### config.mk
export PLATFORM = sky130hd
export DESIGN_NAME = bp_update_ctrl
export DESIGN_NICKNAME = d
export VERILOG_FILES = /design/src/rtl/bp_pkg.sv /design/src/rtl/bp_upd_fifo.sv /design/src/rtl/bp_update_ctrl.sv
export SDC_FILE = /design/constraint.sdc
export NUM_CORES = 1
export LEC_CHECK = 0
export CAP_MARGIN = 20
export CORE_MARGIN = 2
export CORE_UTILIZATION = 30
export CTS_BUF_LIST = sky130_fd_sc_hd__clkbuf_4
export CTS_CLUSTER_DIAMETER = 40
export CTS_CLUSTER_SIZE = 16
export DETAILED_ROUTE_END_ITERATION = 10
export GPL_ROUTABILITY_DRIVEN = 0
export PLACE_DENSITY = 0.57
export SLEW_MARGIN = 5
export SYNTH_ARGS = -nofsm -noshare
export SYNTH_HDL_FRONTEND = slang
export SYNTH_HIERARCHICAL = 1
export SYNTH_SLANG_ARGS = --single-unit
### constraint.sdc
create_clock -name clk -period 5.2 [get_ports clk]
set_input_delay 1.04 -clock clk [delete_from_list [all_inputs] [get_ports clk]]
set_output_delay 1.04 -clock clk [all_outputs]
set_load 0.02 [all_outputs]
### src/rtl/bp_pkg.sv
// Shared types for the BTB update sequencer.
// Holds the queued-update record, the sweep FSM states and a saturating increment.
package bp_pkg;

  localparam int IDX_LO = 2;

  typedef struct packed {
    logic [31:0] pc;
    logic [31:0] target;
    logic        taken;
  } bp_upd_t;

  typedef enum logic {
    IDLE  = 1'b0,
    SWEEP = 1'b1
  } bp_state_e;

  function automatic logic [31:0] sat_inc(
    input logic [31:0] v
  );
    return (v == 32'hFFFF_FFFF) ? v : v + 32'd1;
  endfunction

endpackage

### src/rtl/bp_upd_fifo.sv
// Synchronous FIFO of resolved-branch updates with flush.
// Ports: push/pop/flush, din, head (read-ahead), full, empty; async active-high rst.
module bp_upd_fifo
  import bp_pkg::*;
#(
  parameter int DEPTH = 4
) (
  input  logic    clk,
  input  logic    rst,
  input  logic    push,
  input  logic    pop,
  input  logic    flush,
  input  bp_upd_t din,
  output bp_upd_t head,
  output logic    full,
  output logic    empty
);

  localparam int AW = $clog2(DEPTH);
  localparam logic [AW:0] CNT_FULL = (AW + 1)'(DEPTH);

  bp_upd_t        mem [DEPTH];
  logic [AW-1:0]  rd;
  logic [AW-1:0]  wr;
  logic [AW:0]    cnt;
  logic           do_push;
  logic           do_pop;

  assign full    = (cnt == CNT_FULL);
  assign empty   = (cnt == '0);
  assign do_push = push && !full;
  assign do_pop  = pop && !empty;
  assign head    = mem[rd];

  always_ff @(posedge clk) begin
    if (do_push && !flush)
      mem[wr] <= din;
  end

  always_ff @(posedge clk or posedge rst) begin
    if (rst) begin
      rd  <= '0;
      wr  <= '0;
      cnt <= '0;
    end else if (flush) begin
      rd  <= '0;
      wr  <= '0;
      cnt <= '0;
    end else begin
      if (do_push)
        wr <= wr + 1'b1;
      if (do_pop)
        rd <= rd + 1'b1;
      unique case ({do_push, do_pop})
        2'b10:   cnt <= cnt + 1'b1;
        2'b01:   cnt <= cnt - 1'b1;
        default: cnt <= cnt;
      endcase
    end
  end

endmodule

### src/rtl/bp_update_ctrl.sv
// EX-stage branch resolution: mispredict/redirect, update queue drain to the
// BTB write port, invalidate sweep FSM and branch/mispredict counters.
module bp_update_ctrl
  import bp_pkg::*;
#(
  parameter int TABLE_LEN  = 4,
  parameter int FIFO_DEPTH = 4
) (
  input  logic                 clk,
  input  logic                 rst,
  input  logic                 ex_valid,
  input  logic [31:0]          PCE,
  input  logic                 PredE,
  input  logic [31:0]          NPC_PredE,
  input  logic                 BranchE,
  input  logic [31:0]          BrNPC,
  output logic                 mispredict,
  output logic [31:0]          redirect_pc,
  output logic                 stall_ex,
  input  logic                 inv_req,
  output logic                 inv_busy,
  output logic                 wr_en,
  output logic [TABLE_LEN-1:0] wr_idx,
  output logic [31:0]          wr_tag,
  output logic [31:0]          wr_target,
  output logic                 wr_taken,
  output logic                 wr_clear,
  output logic [31:0]          cnt_branch,
  output logic [31:0]          cnt_mispred
);

  bp_state_e            state;
  logic [TABLE_LEN-1:0] idx;
  logic [31:0]          cnt_br;
  logic [31:0]          cnt_mp;
  bp_upd_t              head;
  bp_upd_t              din;
  logic                 full;
  logic                 empty;
  logic                 push_ok;
  logic                 pop;

  assign din      = '{pc: PCE, target: BrNPC, taken: BranchE};
  assign push_ok  = ex_valid && (BranchE || PredE) && !full;
  assign pop      = (state == IDLE) && !empty;
  assign stall_ex = full;
  assign inv_busy = (state == SWEEP);

  assign cnt_branch  = cnt_br;
  assign cnt_mispred = cnt_mp;

  bp_upd_fifo #(
    .DEPTH(FIFO_DEPTH)
  ) u_fifo (
    .clk  (clk),
    .rst  (rst),
    .push (push_ok),
    .pop  (pop),
    .flush(inv_req),
    .din  (din),
    .head (head),
    .full (full),
    .empty(empty)
  );

  always_comb begin
    mispredict  = 1'b0;
    redirect_pc = 32'd0;
    if (ex_valid) begin
      if (BranchE && (!PredE || NPC_PredE != BrNPC)) begin
        mispredict  = 1'b1;
        redirect_pc = BrNPC;
      end else if (!BranchE && PredE) begin
        mispredict  = 1'b1;
        redirect_pc = PCE + 32'd4;
      end
    end
  end

  always_comb begin
    wr_en     = 1'b0;
    wr_clear  = 1'b0;
    wr_idx    = '0;
    wr_tag    = 32'd0;
    wr_target = 32'd0;
    wr_taken  = 1'b0;
    unique case (state)
      SWEEP: begin
        wr_en    = 1'b1;
        wr_clear = 1'b1;
        wr_idx   = idx;
      end
      default: begin
        wr_en = !empty;
        if (!empty) begin
          wr_idx    = head.pc[TABLE_LEN+IDX_LO-1:IDX_LO];
          wr_tag    = head.pc;
          wr_target = head.target;
          wr_taken  = head.taken;
        end
      end
    endcase
  end

  always_ff @(posedge clk or posedge rst) begin
    if (rst) begin
      state <= IDLE;
      idx   <= '0;
    end else begin
      unique case (state)
        SWEEP: begin
          if (inv_req) begin
            idx <= '0;
          end else if (idx == '1) begin
            state <= IDLE;
            idx   <= '0;
          end else begin
            idx <= idx + 1'b1;
          end
        end
        default: begin
          if (inv_req) begin
            state <= SWEEP;
            idx   <= '0;
          end
        end
      endcase
    end
  end

  always_ff @(posedge clk or posedge rst) begin
    if (rst) begin
      cnt_br <= 32'd0;
      cnt_mp <= 32'd0;
    end else if (push_ok) begin
      cnt_br <= sat_inc(cnt_br);
      if (mispredict)
        cnt_mp <= sat_inc(cnt_mp);
    end
  end

endmodule

# After elaboration in Yosys (flattened, before gate mapping)
# Memories as Yosys holds them, arrays and structs flattened.
# Index checks and enable logic that the tools add are counted.
# totals
inputBits,102
ram_bits,260
n_memories,1
wordCells,80
ff_bits,76
out_inout_bits,170
# mem_list
name,words,word_bits,read_ports,rd_ports_with_merged_regs,write_ports,line,source
u_fifo.mem,4,65,1,0,1,bp_upd_fifo.sv:22,bp_upd_t mem [DEPTH];
# op_classes
mux,32
eq_ne,7
bitwise,3
n_addsub,8
reduce_logical,22
# op_table
operator,n
$mux W32,7
$add A32 B1 Y32 const B,2
$eq A32 B32 Y1 const B,2
$add A32 B3 Y32 const B,1
$ne A32 B32 Y1,1
$mux W4,6
$mux W1,13
$logic_and A1 B1 Y1,8
$mux W2,4
$pmux W3 S2,1
$reduce_bool A2 Y1,3
$logic_not A1 Y1,5
$add A2 B1 Y2 const B,2
$add A4 B1 Y4 const B,1
$eq A4 B4 Y1 const B,1
$add A3 B1 Y3 const B,1
$eq A3 B3 Y1 const B,1
$logic_not A3 Y1,1
$mux W3,1
$not A1 Y1,3
$reduce_and A3 Y1,1
$reduce_bool A3 Y1,1
$sub A3 B1 Y3 const B,1
$eq A2 B1 Y1 const B,1
3 further kinds,4

# Depth between registers and ports, before layout
# depth
ltp_word,7
mapped_depth,12
ltp_nobuf,9

# Cells and area by module
# Netlist, hierarchy kept.
# by_module_without_submodules
mod,area_per_inst_um2,seq_area_each_um2,n_inst,cells_per_inst
bp_upd_fifo,9984.6,7982.7,1,405
bp_update_ctrl,5039.8,1726.7,1,564

# Least setup slack after synthesis
# No wires, ideal clock.
# synth_timing
path_type,input port to flip-flop
start,in BranchE
end,"mem u_fifo/mem[0][0] (netlist bit), enable pin"
cell_stages,7
required_ps,4770
setup_ps,430
arrival_ps,3592
n_path_buf,1
path_slack_ps,1178
path_cell_list,o21ai_0 or2_2 clkbuf_1 inv_1 inv_1 nor3_1 and2_1
# synth_via
elab_chain_cells,7
# synth_rtl
item,line,source
start: declaration,bp_update_ctrl.sv:15,"input logic BranchE,"
$logic_or A1 B1 Y1,bp_update_ctrl.sv:44,assign push_ok = ex_valid && (BranchE || PredE) && !full;
$logic_and A1 B1 Y1 (2 in a row),bp_update_ctrl.sv:44,
named net push_ok,bp_update_ctrl.sv:40,logic push_ok;
$logic_and A1 B1 Y1,bp_upd_fifo.sv:31,assign do_push = push && !full;
$logic_and A1 B1 Y1,bp_upd_fifo.sv:36,if (do_push && !flush)
$mux W1,bp_upd_fifo.sv:36,
$mux W1 (implied by the code),bp_upd_fifo.sv:37,mem[wr] <= din;
end: declaration,bp_upd_fifo.sv:22,
# The timed path passes the listed nets, and every way through them passes these cells.

# Worst setup path after layout
# layout_timing
start,in BrNPC[19]
end,out redirect_pc[31]
# layout_via
elab_chain_cells,5
# layout_rtl
item,line,source
start: declaration,bp_update_ctrl.sv:16,"input logic [31:0] BrNPC,"
$ne A32 B32 Y1,bp_update_ctrl.sv:70,if (BranchE && (!PredE || NPC_PredE != BrNPC)) begin
$logic_or A1 B1 Y1,bp_update_ctrl.sv:70,
$logic_and A1 B1 Y1,bp_update_ctrl.sv:70,
$mux W32,bp_update_ctrl.sv:70,
$mux W32,bp_update_ctrl.sv:69,if (ex_valid) begin
end: declaration,bp_update_ctrl.sv:18,"output logic [31:0] redirect_pc,"
# No other way between the ends.

==> flow_summary.toml <==
[status]
outcome = "completed"

[worst_setup_path]
reg2reg_depth = 7
setup.worst_path.end_class = "primary output"
path_cells = "clkdlybuf4s50_1, xor2_1, nor4_2, nand4_1, nor4_2, buf_4, nor2_2, buf_12, a22o_1, clkdlybuf4s50_1"
slowest_delay_ns = 0.59
critPathTopFamily = "buffers and inverters"
criticalPathCategory = "in -> out"
worst_ep_arrival_time_ns = 4.01
cp_data_required_time_ns = 4.16
worst-path-stages = 10
timing.critical_path.buf_inv = 4
critPathSlowestCell = "clkdlybuf4s50_1"
critical_path_peak_fanout = 28
worstSetupStartpointType = "input port"

[timing]
clock_skew_ns = 0.0792
grt_setup_unrepaired = "no"
report.final.hold_viol_count = 0
max_freq_ghz = 0.198
tightest_slew_ns = 0.836
totalNegativeSetupSlack_ns = 0
period_minus_slack_ns = 5.05
finalCritPeriodShare = 0.972
report.final.slew_viol_count = 0
final-setup-viol-count = 0
slew_headroom = 0.442

[clocking]
clk_transition_reported_paths_ns = 0.09
cts_setup_buffers = 0
cts_tree = "done"
clk_root_buffer_cell = "clkbuf_4"
cts_buffer_depth = 3
htree_num_levels = 2
cts_made_buffers = 53
cts_sinks = 336
worst_skew_pair.late_latency_ns = 0.80

[floorplan]
core-area_um2 = 49800
core.rowCount = 82
num_io_pins = 272
die_area_um2 = 51900
die_x_um = 228
chipHeight_um = 228
starting_density_of_the_core = 0.302

[yosys]
synth_ff_type = "edfxtp_1"
part_of_the_yosys_area_used_for_sequential_elements = 0.646
postSynthAreaPerCell_um2 = 15.5
synth.cell_area_um2 = 15000
share_of_synthesized_flip_flops_with_an_asynchronous_set_or_reset = 0.226
synthCells = 969
synthesis.nets = 1080
yosys_warns = 6
synth-edff-count = 260
synth_cell_type_count = 59
synth_seq_cells = 336

[placed_design]
placed_cells_incl_taps = 1934
hpwlAfterDp_um = 30500
place_area_um2 = 18900
port-buffer-count = 271

[finish]
layout-drive-gt1-share = 0.181
layout.cells.non_filler = 2036
flow.area_growth_from_synthesis_pct = 31.3
nNetsFinal = 1428
fin_util = 0.396
fillCellCount = 4672
finalInstanceArea_um2 = 19700

[global_route]
busiest_layer = "met2"
wire_length_of_the_first_global_routing_pass_um = 63700
grt_max_degree = 39
gr-usage-met1 = 0.213
grt.total_usage = 0.164
first_global_vias = 9925
global_route.overflow_total = 0
grt_util_met3 = 0.0491
grt_antenna_before_repair = 11
gr-usage-met2 = 0.261

[worst_hold_path]
class_of_the_worst_hold_path = "reg -> reg"
whs_path_depth = 1

[power_and_ir_drop]
power.total_uw = 5540
vdd.ir_drop.worst_uv = 132
leakage_uw = 0.00683
power_density_nw_per_um2 = 281

[routing]
postRouteAntennaNets = 0
detailedRoute.firstIterationViolations = 791
detail_route.vias_per_cell = 4.81
via_count = 9797
routed_wirelength_um = 43100
wl_per_cell_um = 21.2
drcViolationCount = 0
drt_pass1_iterations = 5

[job]
maxCapViolCount = 0
[cell usage after synthesis (23+ instances only)]
cell      number  area share
edfxtp_1     260        0.52
a22o_1        24       0.014
nand3_1       50       0.017
xor2_1        44       0.026
dfrtp_1       76        0.13
nor2_1        28      0.0070
xnor2_1       75       0.044
mux4_2        65       0.097
nand2_1       31      0.0077
and3_1        26       0.011
and2_1        80       0.033
clkbuf_1      23      0.0057
nand4_1       27       0.011
[stage by stage]
| stage | hold slack, ns | worst slack (ns) |
|---|---|---|
| floorplan | 0.545 | 1.18 |
| global placement | 0.475 | 0.0129 |
| detailed placement | 0.486 | 0.0305 |
| CTS | 0.492 | 0.0170 |
| global route | 0.505 | 0.0359 |
| finish | 0.498 | 0.148 |
[report_power, final]
part / internal (uW) / total [uW] / switching [uW]
Sequential: 2990 / 3060 / 74.9
Clock: 726 / 1820 / 1090
Combinational: 320 / 662 / 342
Total: 4040 / 5540 / 1510
[final cells by class]
| cell class | count | area (um2) | area share |
|---|---|---|---|
| Inverter | 18 | 67.6 | 0.00342 |
| Timing Repair Buffer | 339 | 3320 | 0.168 |
| Clock buffer | 60 | 450 | 0.0228 |
| Antenna cell | 2 | 5.00 | 0.000254 |
| Sequential cell | 336 | 9720 | 0.493 |
| Clock inverter | 40 | 330 | 0.0167 |
| Multi-Input combinational cell | 569 | 5000 | 0.253 |
| Tap cell | 672 | 841 | 0.0426 |
[cells in the final DEF (no fill, tap or decap), types with 6 or more instances in the layout]
| cell | n |
|---|---|
| a22o_1 | 24 |
| dfrtp_1 | 74 |
| a21oi_1 | 6 |
| clkinv_4 | 6 |
| clkinv_2 | 6 |
| edfxtp_1 | 260 |
| clkbuf_4 | 60 |
| buf_12 | 8 |
| buf_4 | 61 |
| nor3_1 | 6 |
| and2_1 | 76 |
| ha_1 | 8 |
| clkinv_1 | 8 |
| o2bb2ai_1 | 6 |
| xor2_1 | 44 |
| clkinvlp_4 | 8 |
| nand2_1 | 31 |
| and3_1 | 26 |
| and4_1 | 15 |
| inv_1 | 17 |
| xnor2_1 | 75 |
| nor4_1 | 6 |
| nand3_1 | 50 |
| o21ai_0 | 6 |
| clkdlybuf4s50_1 | 270 |
| nor2_1 | 26 |
| nand4_1 | 27 |
| mux4_2 | 65 |
[sequential cells by signal, indices dropped and copies added, names as in the netlist]
| signal | cells |
|---|---|
| u_fifo/mem | 260 |
| u_fifo/wr | 2 |
| cnt_branch | 32 |
| u_fifo/rd | 2 |
| idx | 4 |
| u_fifo/cnt | 3 |
| inv_busy | 1 |
| cnt_mispred | 32 |
[logic make-up after synthesis]
group                      synth area share
buffers and inverters                0.0234
adders and majority gates           0.00799
DFF                                   0.646
muxes                                 0.101
xor gates and xnor gates             0.0694
and+or+nand+nor                       0.118
AOI/OAI and AO/OA                    0.0337
[metal layers]
metal,wire (um),vias to the layer above
li1,-,4456
met1,18300,4889
met2,20200,351
met3,3290,87
met4,1170,14
met5,102,-
[final timing paths]
kind | slack, ns | startpoint | end
min reg2reg | 0.50 | cnt_branch[28] | cnt_branch[28]
min in group asynchronous | 0.57 | rst | u_fifo/rd[1]
max | 0.15 | BrNPC[19] | redirect_pc[31]
max in group asynchronous | 3.44 | rst | cnt_branch[15]
min | 0.50 | cnt_branch[28] | cnt_branch[28]
max reg2reg | 2.32 | u_fifo/cnt[2] | u_fifo/mem[1][33]
[repair_timing]
action,4_1_cts,5_1_grt
resized for setup,0,2
hold buffers,0,0
endpoints found under the setup margin,0,28
Power figures use the tool's default switching activity.
